File: src/rtl/snake_dir_ctrl.sv
// Button debounce plus IDLE/RUN/PAUSE direction controller for the snake game.
// Define SNAKE_DIR_QUEUE_EN for a 2-entry turn FIFO; otherwise one latest-wins pending turn.
module snake_dir_ctrl #(
  parameter int DEBOUNCE_CYCLES = 1_000_000,
  parameter int CNT_W           = 20
) (
  input  logic       clk,
  input  logic       rst,
  input  logic       btn_up,
  input  logic       btn_down,
  input  logic       btn_left,
  input  logic       btn_right,
  input  logic       btn_center,
  input  logic       step,
  input  logic       lose,
  output logic [2:0] move,
  output logic       paused
);

  localparam logic [1:0] IDLE  = 2'd0;
  localparam logic [1:0] RUN   = 2'd1;
  localparam logic [1:0] PAUSE = 2'd2;

  localparam logic [1:0] DIR_RIGHT = 2'b00;
  localparam logic [1:0] DIR_UP    = 2'b01;
  localparam logic [1:0] DIR_LEFT  = 2'b10;
  localparam logic [1:0] DIR_DOWN  = 2'b11;

  // Bit order: 0 up, 1 down, 2 left, 3 right, 4 center.
  logic [4:0] btn_raw;
  logic [4:0] press;

  assign btn_raw = {btn_center, btn_right, btn_left, btn_down, btn_up};

  generate
    for (genvar gi = 0; gi < 5; gi++) begin : g_btn
      logic             s1_reg;
      logic             s2_reg;
      logic             db_reg;
      logic             press_reg;
      logic [CNT_W-1:0] cnt_reg;

      always_ff @(posedge clk or posedge rst) begin
        if (rst) begin
          s1_reg    <= 1'b0;
          s2_reg    <= 1'b0;
          db_reg    <= 1'b0;
          press_reg <= 1'b0;
          cnt_reg   <= '0;
        end else begin
          s1_reg    <= btn_raw[gi];
          s2_reg    <= s1_reg;
          press_reg <= 1'b0;
          if (s2_reg == db_reg) begin
            cnt_reg <= '0;
          end else if (cnt_reg == CNT_W'(DEBOUNCE_CYCLES - 1)) begin
            db_reg    <= s2_reg;
            press_reg <= s2_reg;
            cnt_reg   <= '0;
          end else begin
            cnt_reg <= cnt_reg + 1'b1;
          end
        end
      end

      assign press[gi] = press_reg;
    end
  endgenerate

  logic       dir_press;
  logic [1:0] dir_sel;

  always_comb begin
    dir_press = 1'b1;
    dir_sel   = DIR_RIGHT;
    if (press[0])      dir_sel = DIR_UP;
    else if (press[1]) dir_sel = DIR_DOWN;
    else if (press[2]) dir_sel = DIR_LEFT;
    else if (press[3]) dir_sel = DIR_RIGHT;
    else               dir_press = 1'b0;
  end

  logic [1:0] state_reg, state_next;
  logic [1:0] committed_reg, committed_next;
  logic [2:0] move_reg, move_next;
  logic       paused_reg, paused_next;
  logic [1:0] ref_dir;
  logic       accept;

`ifdef SNAKE_DIR_QUEUE_EN
  logic [1:0] pend0_reg, pend0_next;
  logic [1:0] pend1_reg, pend1_next;
  logic [1:0] pend_cnt_reg, pend_cnt_next;
`else
  logic       pend_valid_reg, pend_valid_next;
  logic [1:0] pend_dir_reg, pend_dir_next;
`endif

  always_comb begin
    state_next     = state_reg;
    committed_next = committed_reg;
    ref_dir        = committed_reg;
    accept         = 1'b0;
`ifdef SNAKE_DIR_QUEUE_EN
    pend0_next     = pend0_reg;
    pend1_next     = pend1_reg;
    pend_cnt_next  = pend_cnt_reg;
`else
    pend_valid_next = pend_valid_reg;
    pend_dir_next   = pend_dir_reg;
`endif

    if (lose) begin
      state_next = IDLE;
`ifdef SNAKE_DIR_QUEUE_EN
      pend_cnt_next = 2'd0;
`else
      pend_valid_next = 1'b0;
`endif
    end else begin
      case (state_reg)
        IDLE: begin
          if (dir_press) begin
            committed_next = dir_sel;
            state_next     = RUN;
          end
        end
        RUN: begin
          // Commit on step first, so a same-cycle press is judged against the new reference.
`ifdef SNAKE_DIR_QUEUE_EN
          if (step && pend_cnt_reg != 2'd0) begin
            committed_next = pend0_reg;
            pend0_next     = pend1_reg;
            pend_cnt_next  = pend_cnt_reg - 2'd1;
          end
          if (pend_cnt_next == 2'd2)      ref_dir = pend1_next;
          else if (pend_cnt_next == 2'd1) ref_dir = pend0_next;
          else                            ref_dir = committed_next;
          accept = dir_press && (dir_sel != ref_dir) && (dir_sel != (ref_dir ^ 2'b10))
                   && (pend_cnt_next != 2'd2);
          if (accept) begin
            if (pend_cnt_next == 2'd0) pend0_next = dir_sel;
            else                       pend1_next = dir_sel;
            pend_cnt_next = pend_cnt_next + 2'd1;
          end
`else
          if (step && pend_valid_reg) begin
            committed_next  = pend_dir_reg;
            pend_valid_next = 1'b0;
          end
          ref_dir = committed_next;
          accept  = dir_press && (dir_sel != ref_dir) && (dir_sel != (ref_dir ^ 2'b10));
          if (accept) begin
            pend_valid_next = 1'b1;
            pend_dir_next   = dir_sel;
          end
`endif
          if (press[4]) state_next = PAUSE;
        end
        PAUSE: begin
          if (press[4]) state_next = RUN;
        end
        default: state_next = IDLE;
      endcase
    end

    move_next   = (state_next == RUN) ? {1'b0, committed_next} : 3'b100;
    paused_next = (state_next == PAUSE);
  end

  always_ff @(posedge clk or posedge rst) begin
    if (rst) begin
      state_reg     <= IDLE;
      committed_reg <= DIR_RIGHT;
      move_reg      <= 3'b100;
      paused_reg    <= 1'b0;
`ifdef SNAKE_DIR_QUEUE_EN
      pend0_reg     <= 2'b00;
      pend1_reg     <= 2'b00;
      pend_cnt_reg  <= 2'd0;
`else
      pend_valid_reg <= 1'b0;
      pend_dir_reg   <= 2'b00;
`endif
    end else begin
      state_reg     <= state_next;
      committed_reg <= committed_next;
      move_reg      <= move_next;
      paused_reg    <= paused_next;
`ifdef SNAKE_DIR_QUEUE_EN
      pend0_reg     <= pend0_next;
      pend1_reg     <= pend1_next;
      pend_cnt_reg  <= pend_cnt_next;
`else
      pend_valid_reg <= pend_valid_next;
      pend_dir_reg   <= pend_dir_next;
`endif
    end
  end

  assign move   = move_reg;
  assign paused = paused_reg;

endmodule

File: config.mk
export PLATFORM = sky130hd
export DESIGN_NAME = snake_dir_ctrl
export DESIGN_NICKNAME = d
export VERILOG_FILES = /design/src/rtl/snake_dir_ctrl.sv
export SDC_FILE = /design/constraint.sdc
export NUM_CORES = 1
export LEC_CHECK = 0
export CAP_MARGIN = 20
export CORE_MARGIN = 1
export CORE_UTILIZATION = 60
export DETAILED_ROUTE_END_ITERATION = 7
export GPL_TIMING_DRIVEN = 0
export PLACE_DENSITY = 0.77
export SLEW_MARGIN = 20
export SYNTH_ARGS = -nofsm -noshare
export SYNTH_HDL_FRONTEND = slang
export SYNTH_SLANG_ARGS = --single-unit
File: constraint.sdc
create_clock -name clk -period 4.6 [get_ports clk]
set_input_delay 0.46 -clock clk [delete_from_list [all_inputs] [get_ports clk]]
set_output_delay 0.46 -clock clk [all_outputs]
set_load 0.1 [all_outputs]
# After elaboration in Yosys (flattened, before gate mapping)
# Cells that the tools add are included.
# op_classes
addsub	5
n_mul	0
div_mod_pow	0
n_lt_le_gt_ge	0
eq_ne	16
shift	0
n_mux	43
bitwise	7
n_reduce_logical	13
# ops
cell	count
20-bit 2-to-1 mux	10
20-bit by 1-bit adder with 20-bit output (second input constant)	5
20-bit equality test (second input constant)	5
2-bit 2-to-1 mux	12
1-bit 2-to-1 mux	18
2-bit AND reduction	6
1-bit NOT	7
2-bit one-hot mux with 3 select lines	1
1-bit equality test	5
2-bit by 1-bit equality test with 1-bit output (second input constant)	2
2-bit equality test (second input constant)	2
2-bit != test	2
2-bit one-hot mux with 2 select lines	1
1-bit logical AND	3
3-bit 2-to-1 mux	1
3-bit AND reduction	1
3-bit nonzero test	1
2-bit zero test	1
2-bit nonzero test	1
# totals
reg_bits	131
latchBits	0
ramBits	0
romBits	0
input_bits	9
out_inout_bits	4
elab_cells	115
mem_count	0

# Logic depth before layout (Yosys ltp)
# Gate-level depths: netlist of the first run.
# depth
ltp_word	10
mapped_depth	7

# Least setup slack after synthesis of the first run
# Ideal clock, no wire load.
# synth_path
path_type	flip-flop to flip-flop
start	reg g_btn[1].cnt_reg[0]
end	reg g_btn[1].cnt_reg[10]
setup_ns	0.132
t_arrival_ns	1.886
required_time_ns	4.468
path_slack_ns	2.582
path_stages_with_launch	8
path_buffers	2
path_cell_list	dfrtp_1 -> ha_1 -> and4_1 -> buf_2 -> nand2_1 -> o41ai_4 -> clkbuf_1 -> nor2_1
# synth_via
elab_chain_cells	3
elab_cells_between_ends	4
# synth_rtl
item	line_no	text
start, declared	41	logic [CNT_W-1:0] cnt_reg;
start signal, assigned	61	cnt_reg <= cnt_reg + 1'b1;
20-bit by 1-bit adder with 20-bit output or 20-bit equality test (tied branches)	61, 56	
20-bit 2-to-1 mux *	56	end else if (cnt_reg == CNT_W'(DEBOUNCE_CYCLES - 1)) begin
20-bit 2-to-1 mux *	54	if (s2_reg == db_reg) begin
# Every way passes the cells marked *; elsewhere a longest branch is shown, timed or not.
# A chain may end at the register's enable or synchronous reset.

# Final worst setup path of the first run
# layout_path
start	reg move_reg[2] (netlist: move[2])
end	out move[2]
# layout_lines
item	line_no	text
start, declared	85	logic [2:0] move_reg, move_next;
start signal, assigned	188	move_reg <= move_next;
end, declared	16	output logic [2:0] move,
# No word-level cell between the ends.

==> impl_metrics.csv, run 1 <==
group,metric,value,unit
clocking,clock_path_buffers,2,
sta,fin_ws,1.99,ns
logic_synthesis,synth_top_area_cell,"dfrtp_1",
final_layout,layout.nets,659,
logic_synthesis,synth.avg_cell_area,10.1,um2
placement,port_buffers,12,
die,die_h,104,um
critical_path,r2r_slack,2.13,ns
power,swShare,22.1,%
power,powerDensity,357,nW/um2
logic_synthesis,synth_commonest_cells,"dfrtp_1 (130), nor2_1 (81), xnor2_1 (45), nand3_1 (40), a21oi_1 (32)",
logic_synthesis,synth_top_family_by_area,"simple AND/OR/NAND/NOR gates",
critical_path,cp-startpoint,"move[2]",
min_path,hold_path_class,"input port to asynchronous set/reset pin",
logic_synthesis,synth_nets,627,
critical_path,cp.required,4.14,ns
logic_synthesis,ys_seq_area_share,52.7,%
die,rows,36,
logic_synthesis,synth_edf_count,0,
logic_synthesis,syn_inst,613,
final_layout,final_area,7110,um2
sta,timing.slew.headroom,34.9,%
sta,hold_viol_final,0,
global_route,grt_util_all_layers,24.5,%
critical_path,crit_family,"buffers and inverters",
routing,drcViolationCount,0,
routing,ant_nets,0,
sta,slew_violations,0,
global_route,grt_pass1_vias,4820,
placement,gp_congestion,0.838,
sta,period_minus_slack,2.61,ns
clocking,tritoncts,"done",
logic_synthesis,async_flop_share,100,%
critical_path,cp_cell_sequence,"clkdlybuf4s50_1",
job,cap_violations,0,
routing,drt_iter0_drc,278,
critical_path,critPathSlowestCell,"clkdlybuf4s50_1",
critical_path,cpPeakStageDelay,1.12,ns
final_layout,nFillCells,728,
placement,placed_area,6540,um2
logic_synthesis,synth-xor-area-share,9.57,%
logic_synthesis,ys.flop_type,"dfrtp_1",
routing,wl_per_cell,15.1,um
global_route,grt_pass1_wl,21.4,mm
clocking,clk_pin_slew,0.06,ns
die,placeableCoreArea,9910,um2
critical_path,critical_path_class,"register to primary output",
clocking,hold_buffers,0,
critical_path,r2r-end,"g_btn[4].cnt_reg[10]",
critical_path,endpoint,"move[2]",
logic_synthesis,synth_mux_area_share,0.905,%
sta,tightest_slew,0.973,ns
clocking,postCtsSetupBuffers,0,
logic_synthesis,yosysWarnings,0,
critical_path,ff2ff_path_depth,6,
logic_synthesis,synth.distinct_cells,49,
power,seq_power_share,46.7,%
die,fp.dieArea,10800,um2
clocking,htreeDepth,4,
logic_synthesis,synth-simple-area-share,25.5,%
global_route,grt_max_degree,111,
sta,setup_viol,0,
clocking,root_buffer,"clkbuf_8",
critical_path,arrival,2.15,ns
logic_synthesis,synth_top_area_share,52.3,%
routing,routed_wl,11.9,mm
critical_path,cp.depth,1,
global_route,overflow,0,
placement,dp_hpwl,8.02,mm
power,ir_worst_vdd,0.348,mV
power,leakagePower,2.90,nW
clocking,clock_latency,0.52,ns
critical_path,startpoint_type,"register",
final_layout,final_util,71.7,%
final_layout,area.growth.synth_to_final,14.2,%
final_layout,drive_above_1_share,7.60,%
sta,worst_hold_slack,0.277,ns
clocking,cts.sinks,131,
sta,tns,0,ns
critical_path,cp-end-kind,"primary output",
routing,avgViaCountPerCell,5.93,
final_layout,largest_register_ff_count,100,
logic_synthesis,synth_compound_gate_area_share,8.33,%
outcome,status,"finished clean",
critical_path,r2r-start,"g_btn[4].cnt_reg[11]",
routing,first_pass_iters,4,
placement,dp_slack,2.15,ns
die,io_pins,13,
power,clock_power_share,50.4,%
logic_synthesis,synthAdderAreaFrac,1.01,%
logic_synthesis,netlist_top_cells_area,"dfrtp_1 (52%), xnor2_1 (6.3%), nor2_1 (4.9%)",
logic_synthesis,syn_area,6220,um2
final_layout,antenna_cells,0,
sta,finalCritPeriodShare,56.8,%
critical_path,crit_buf_inv,1,
sta,fmaxAchievable,0.382,GHz
global_route,antenna_found_initial,0,
power,switching_power,0.000561,W
clocking,post_cts_resize_count,0,
routing,vias,4691,
critical_path,crit_fanout,1,
die,initial_core_util,62.8,%
clocking,cts_made_buffers,17,
logic_synthesis,ys_ff_latch,131,
die,die-width,104,um
sta,rsz0062_at_grt,"no",
power,internal-power,0.00197,W
power,comb_power_share,2.9,%
sta,fin_skew,0.00620,ns
logic_synthesis,synth.most_common_cell,"dfrtp_1",
placed cells by master, fill, tap and decap left out, types with 6 or more instances in the layout:
master and instances:
dfrtp_1 130, nor2_1 81, xnor2_1 45, nand3_1 40, a21oi_1 32, nand2_1 30, xor2_1 23, nand4_1 21
inv_1 18, and3_1 18, o21ai_0 18, nor4_1 17, or3_1 17, clkbuf_16 16, nor3_1 14, or4_1 13
clkdlybuf4s50_1 12, o31ai_1 11, clkbuf_1 10, and2_1 8, nor4b_1 8, and4_1 6
how the worst min path moves through the flow:
| stage | to | slack, ns | cells after the start |
|---|---|---|---|
| floorplan | g_btn[0].s2_reg | 0.33 | 0 |
| global placement | g_btn[4].s2_reg | 0.33 | 0 |
| detailed placement | g_btn[2].s2_reg | 0.33 | 0 |
| CTS | g_btn[0].cnt_reg[8] | 0.28 | 2 |
| global route | g_btn[0].cnt_reg[8] | 0.29 | 2 |
| finish | g_btn[0].cnt_reg[8] | 0.28 | 2 |
cell type report:
cell class                      instances  area [um2]  area share [%]
Buffer                                 12        48.8           0.687
Clock buffer                           19         432            6.07
Clock inverter                         13         133            1.87
Inverter                               19        78.8            1.11
Multi-Input combinational cell        451        2820            39.7
Sequential cell                       131        3280            46.1
Tap cell                              133         166            2.34
Timing Repair Buffer                   13         148            2.08
power groups by stage:
stage / clock (W) / sequential (W) / combinational [W]
2_1_floorplan: 0 / 0.00120 / 0.0000489
3_3_place_gp: 0 / 0.00120 / 0.0000692
3_5_place_dp: 0 / 0.00120 / 0.0000752
4_1_cts: 0.00130 / 0.00118 / 0.0000756
5_1_grt: 0.00135 / 0.00119 / 0.0000858
6_report: 0.00128 / 0.00118 / 0.0000733
kinds of logic (layout without fill, tap and decap cells):
kind of cell,Yosys count,after routing
AO/OA/AOI/OAI,79,79
buffers and inverters,31,76
AND/OR/NAND/NOR,294,294
multiplexers,5,5
adder cells (fa/ha/maj),5,5
XOR/XNOR,68,68
flip-flops,131,131
per-stage QoR:
step           total power (W)  cells
6_report               0.00253    791
5_1_grt                0.00262    791
4_1_cts                0.00255    791
3_5_place_dp           0.00128    759
3_3_place_gp           0.00127    758
2_1_floorplan          0.00125    613
per-layer routing:
metal  global-route usage [%]  wire (um)  vias up
li1                         -          -     2265
met5                        0          0        -
met4                     7.55        114        0
met2                     42.3       6270       93
met1                     30.1       5110     2320
met3                     6.48        437       13
Power figures use the tool's default switching activity.
==> run 2: changes to the inputs <==
- CORE_UTILIZATION: 60 -> 56
- PLACE_DENSITY: 0.77 -> 0.76
- clock period: 4.6 -> 2.3 ns (I/O delays scaled with it)
==> impl_metrics.csv, run 2 (synthesized netlist as in run 1, its figures left out) <==
group,metric,value,unit
clocking,cts.sinks,131,
final_layout,final_area,7210,um2
routing,first_pass_iters,5,
die,initial_core_util,57.4,%
routing,vias,4696,
min_path,hold_path_class,"input port to asynchronous set/reset pin",
global_route,grt_pass1_vias,4534,
die,placeableCoreArea,10800,um2
global_route,grt_util_all_layers,22.9,%
sta,finalCritPeriodShare,97.1,%
placement,dp_slack,-0.100,ns
final_layout,final_common_cell,"dfrtp_1",
final_layout,area.growth.synth_to_final,15.9,%
final_layout,antenna_cells,0,
sta,tightest_slew,0.967,ns
critical_path,startpoint_type,"register",
routing,drcViolationCount,0,
critical_path,cp_cell_sequence,"clkdlybuf4s50_1",
global_route,antenna_found_initial,0,
sta,fin_skew,0.00619,ns
routing,drt_iter0_drc,381,
clocking,hold_buffers,0,
sta,slew_violations,0,
die,io_pins,13,
final_layout,drive_above_1_share,9.34,%
clocking,clk_pin_slew,0.06,ns
outcome,status,"finished clean",
routing,ant_nets,0,
clocking,cts_made_buffers,17,
power,ir_worst_vdd,0.740,mV
die,die-width,107,um
global_route,grt_pass1_wl,20.6,mm
critical_path,critical_path_class,"register to primary output",
sta,setup_viol,0,
critical_path,crit_family,"buffers and inverters",
critical_path,cp-end-kind,"primary output",
power,leakagePower,2.96,nW
placement,gp_congestion,0.838,
placement,port_buffers,12,
routing,routed_wl,11.7,mm
routing,avgViaCountPerCell,5.84,
final_layout,nFillCells,831,
clocking,clock_latency,0.53,ns
clocking,clock_path_buffers,2,
sta,rsz0062_at_grt,"no",
critical_path,critPathSlowestCell,"clkdlybuf4s50_1",
sta,fmaxAchievable,0.448,GHz
critical_path,cpPeakStageDelay,1.13,ns
die,rows,38,
critical_path,cp.required,2.07,ns
global_route,overflow,0,
sta,worst_hold_slack,0.0410,ns
global_route,grt_max_degree,34,
die,die_h,107,um
sta,tns,0,ns
final_layout,largest_register_ff_count,100,
clocking,htreeDepth,4,
sta,period_minus_slack,2.23,ns
clocking,tritoncts,"done",
power,powerDensity,704,nW/um2
final_layout,final_cell_mix,"dfrtp_1 (130), nor2_1 (81), xnor2_1 (45)",
sta,fin_ws,0.0660,ns
routing,wl_per_cell,14.6,um
critical_path,r2r_slack,0.13,ns
die,fp.dieArea,11500,um2
sta,timing.slew.headroom,35.3,%
final_layout,layout.nets,665,
placement,dp_hpwl,7.96,mm
critical_path,crit_buf_inv,1,
placement,placed_area,6600,um2
job,cap_violations,0,
final_layout,final_util,66.5,%
critical_path,crit_fanout,1,
sta,hold_viol_final,0,
critical_path,arrival,2.00,ns
clocking,root_buffer,"clkbuf_8",
[run 2: through the flow]
stage	cells	total power, W
floorplan	613	0.00250
global route	804	0.00527
detailed placement	769	0.00257
finish	804	0.00508
CTS	801	0.00512
global placement	765	0.00255
[run 2: routing by layer]
metal | global-route usage (%) | vias up | share of wire (%)
li1 | - | 2288 | -
met1 | 29.2 | 2289 | 46
met2 | 36.7 | 93 | 48
met3 | 6.05 | 26 | 3.7
met4 | 10.5 | 0 | 1.9
met5 | 0 | - | 0
[run 2: repair_timing]
action	4_1_cts	5_1_grt
buffers inserted	0	3
endpoints found under the setup margin	21	52
pin swaps	0	2
gates resized for setup	3	7
gates cloned	0	0
[run 2: cell type report]
type / count / area, um2 / share of cell area [%]
sequential: 131 / 3280 / 45.5
multi-input combinational: 451 / 2840 / 39.4
clock buffer: 18 / 428 / 5.93
timing repair buffer: 19 / 224 / 3.11
tap: 140 / 175 / 2.43
clock inverter: 14 / 138 / 1.91
inverter: 19 / 75.1 / 1.04
buffer: 12 / 52.6 / 0.729
[run 2: report_power, final]
group | internal [W] | total [W] | switching [W] | leakage, nW
logic | 0.0000615 | 0.000163 | 0.000101 | 0.898
clock network | 0.00156 | 0.00255 | 0.000987 | 0.273
registers | 0.00234 | 0.00237 | 0.0000334 | 1.79
[run 2: worst register-to-register path, cell delays in order (launching register included)]
cell and delay [ns]:
dfrtp_1 0.43, ha_2 0.24, nand2_1 0.10, or4_1 0.50, buf_2 0.17, or4_1 0.49, a21oi_1 0.16
[run 2: path summary, 6_finish.rpt]
path                                      from  cells after the start                   end
max                                    move[0]                      1               move[0]
min                                        rst                      2  g_btn[0].cnt_reg[12]
max reg2reg                g_btn[2].cnt_reg[0]                      6  g_btn[2].cnt_reg[18]
min reg2reg                    g_btn[2].s1_reg                      0       g_btn[2].s2_reg
max in group asynchronous                  rst                      4               move[2]
min in group clk                      btn_down                      1       g_btn[1].s1_reg
==> run 3: changes to the inputs <==
- ABC_CLOCK_PERIOD_IN_PS: unset -> 2300
- PLACE_DENSITY: 0.76 -> 0.83
==> impl_metrics.csv, run 3 (synthesized netlist as in run 1, its figures left out) <==
group,metric,value,unit
power,internal-power,0.00413,W
routing,ant_nets,0,
critical_path,cp_cell_sequence,"clkdlybuf4s50_1",
critical_path,critical_path_class,"register to primary output",
global_route,grt_pass1_wl,21.3,mm
placement,dp_slack,-0.117,ns
power,seq_power_share,45.4,%
sta,slew_violations,0,
sta,period_minus_slack,2.26,ns
routing,drcViolationCount,0,
clocking,cts_made_buffers,17,
sta,worst_hold_slack,0.102,ns
final_layout,final_util,66.9,%
placement,dp_hpwl,8.35,mm
routing,drt_iter0_drc,343,
global_route,grt_util_all_layers,23.7,%
outcome,status,"finished clean",
die,die-width,107,um
final_layout,antenna_cells,0,
sta,fin_skew,0.00609,ns
sta,setup_viol,0,
power,switching_power,0.00109,W
sta,tightest_slew,0.971,ns
job,cap_violations,0,
critical_path,arrival,2.03,ns
sta,finalCritPeriodShare,98.1,%
final_layout,stdcell_count,805,
final_layout,final_cell_mix,"dfrtp_1 (130), nor2_1 (81), xnor2_1 (45)",
critical_path,cp-end-kind,"primary output",
critical_path,cpPeakStageDelay,1.14,ns
sta,fin_ws,0.0431,ns
sta,timing.slew.headroom,35.1,%
critical_path,cp.required,2.07,ns
routing,routed_wl,12.5,mm
critical_path,crit_family,"buffers and inverters",
final_layout,drive_above_1_share,8.87,%
power,comb_power_share,3.2,%
global_route,antenna_found_initial,0,
placement,gp_congestion,0.879,
power,clock_power_share,51.4,%
global_route,grt_pass1_vias,4698,
clocking,clock_path_buffers,2,
power,swShare,20.9,%
global_route,grt_max_degree,36,
final_layout,layout.nets,666,
sta,fmaxAchievable,0.443,GHz
sta,hold_viol_final,0,
placement,port_buffers,12,
power,leakagePower,2.97,nW
die,rows,38,
placement,placedCellCount,769,
critical_path,crit_fanout,1,
clocking,htreeDepth,4,
final_layout,largest_register_ff_count,100,
die,fp.dieArea,11500,um2
routing,wl_per_cell,15.6,um
min_path,hold_path_class,"input port to asynchronous set/reset pin",
power,powerDensity,720,nW/um2
die,die_h,107,um
global_route,overflow,0,
critical_path,startpoint_type,"register",
power,ir_worst_vdd,0.478,mV
routing,first_pass_iters,5,
clocking,tritoncts,"done",
critical_path,critPathSlowestCell,"clkdlybuf4s50_1",
die,io_pins,13,
clocking,clock_latency,0.54,ns
clocking,root_buffer,"clkbuf_8",
sta,rsz0062_at_grt,"no",
die,placeableCoreArea,10800,um2
final_layout,area.growth.synth_to_final,16.5,%
clocking,cts.sinks,131,
clocking,clk_pin_slew,0.06,ns
die,initial_core_util,57.4,%
critical_path,crit_buf_inv,1,
routing,avgViaCountPerCell,5.98,
routing,vias,4812,
final_layout,final_common_cell,"dfrtp_1",
==> run 3: changes by cell type in the layout (fill, tap and decap cells not counted), sizes merged <==
cell / previous run / this run
bufinv: 2 / 3
clkbuf: 27 / 32
clkinv: 7 / 3
clkinvlp: 5 / 4
buf: 10 / 11
dlymetal6s2s: 1 / 0
clkdlybuf4s50: 10 / 11
inv: 19 / 18
==> run 3: final timing paths <==
path / from / to / slack [ns] / cells after the start
max in group asynchronous: rst / move[2] / 1.21 / 5
max: paused / paused / 0.04 / 1
min reg2reg: g_btn[2].s1_reg / g_btn[2].s2_reg / 0.35 / 0
min: rst / g_btn[1].s2_reg / 0.10 / 2
max reg2reg: g_btn[2].cnt_reg[0] / g_btn[2].cnt_reg[18] / 0.11 / 6
min in group clk: btn_right / g_btn[3].s1_reg / 0.13 / 1
==> run 3: timing repair <==
action                     in CTS  in global routing
pin swaps                       1                  2
hold buffers                    0                  0
setup endpoints to repair      31                 29
buffers inserted                0                  4
resized for setup               4                  4
==> run 3: layout make-up <==
class                   instances  area (um2)
clock buffers                  23         467
fillers                       786        3590
flip-flops and latches        131        3280
well taps                     140         175
plain buffers                  12        52.6
inverters                      19        75.1
clock inverters                 9         128
repair buffers                 20         236
multi-input cells             451        2840
==> run 3: power by group through the flow <==
| stage | logic [W] | registers [W] | clock network [W] |
|---|---|---|---|
| after global placement | 0.000138 | 0.00241 | 0 |
| final | 0.000167 | 0.00237 | 0.00268 |
| after detailed placement | 0.000163 | 0.00241 | 0 |
| after floorplan | 0.0000982 | 0.00240 | 0 |
| after global routing | 0.000191 | 0.00237 | 0.00283 |
| after CTS | 0.000167 | 0.00237 | 0.00272 |
==> run 3: metrics by stage <==
stage               cell area, um2  TNS [ns]  total power, W
floorplan                     6220         0         0.00250
global placement              6520    -84.43         0.00254
detailed placement            6610     -1.69         0.00257
CTS                           7220         0         0.00526
global route                  7250         0         0.00539
finish                        7250         0         0.00522
==> run 3: routing by layer <==
metal | share of wire, % | global-route usage [%] | vias to the layer above
met2 | 52 | 39.9 | 118
met3 | 4.1 | 5.99 | 23
met4 | 1.9 | 11.6 | 0
met1 | 42 | 28.4 | 2379
met5 | 0 | 0 | -
li1 | - | - | 2292
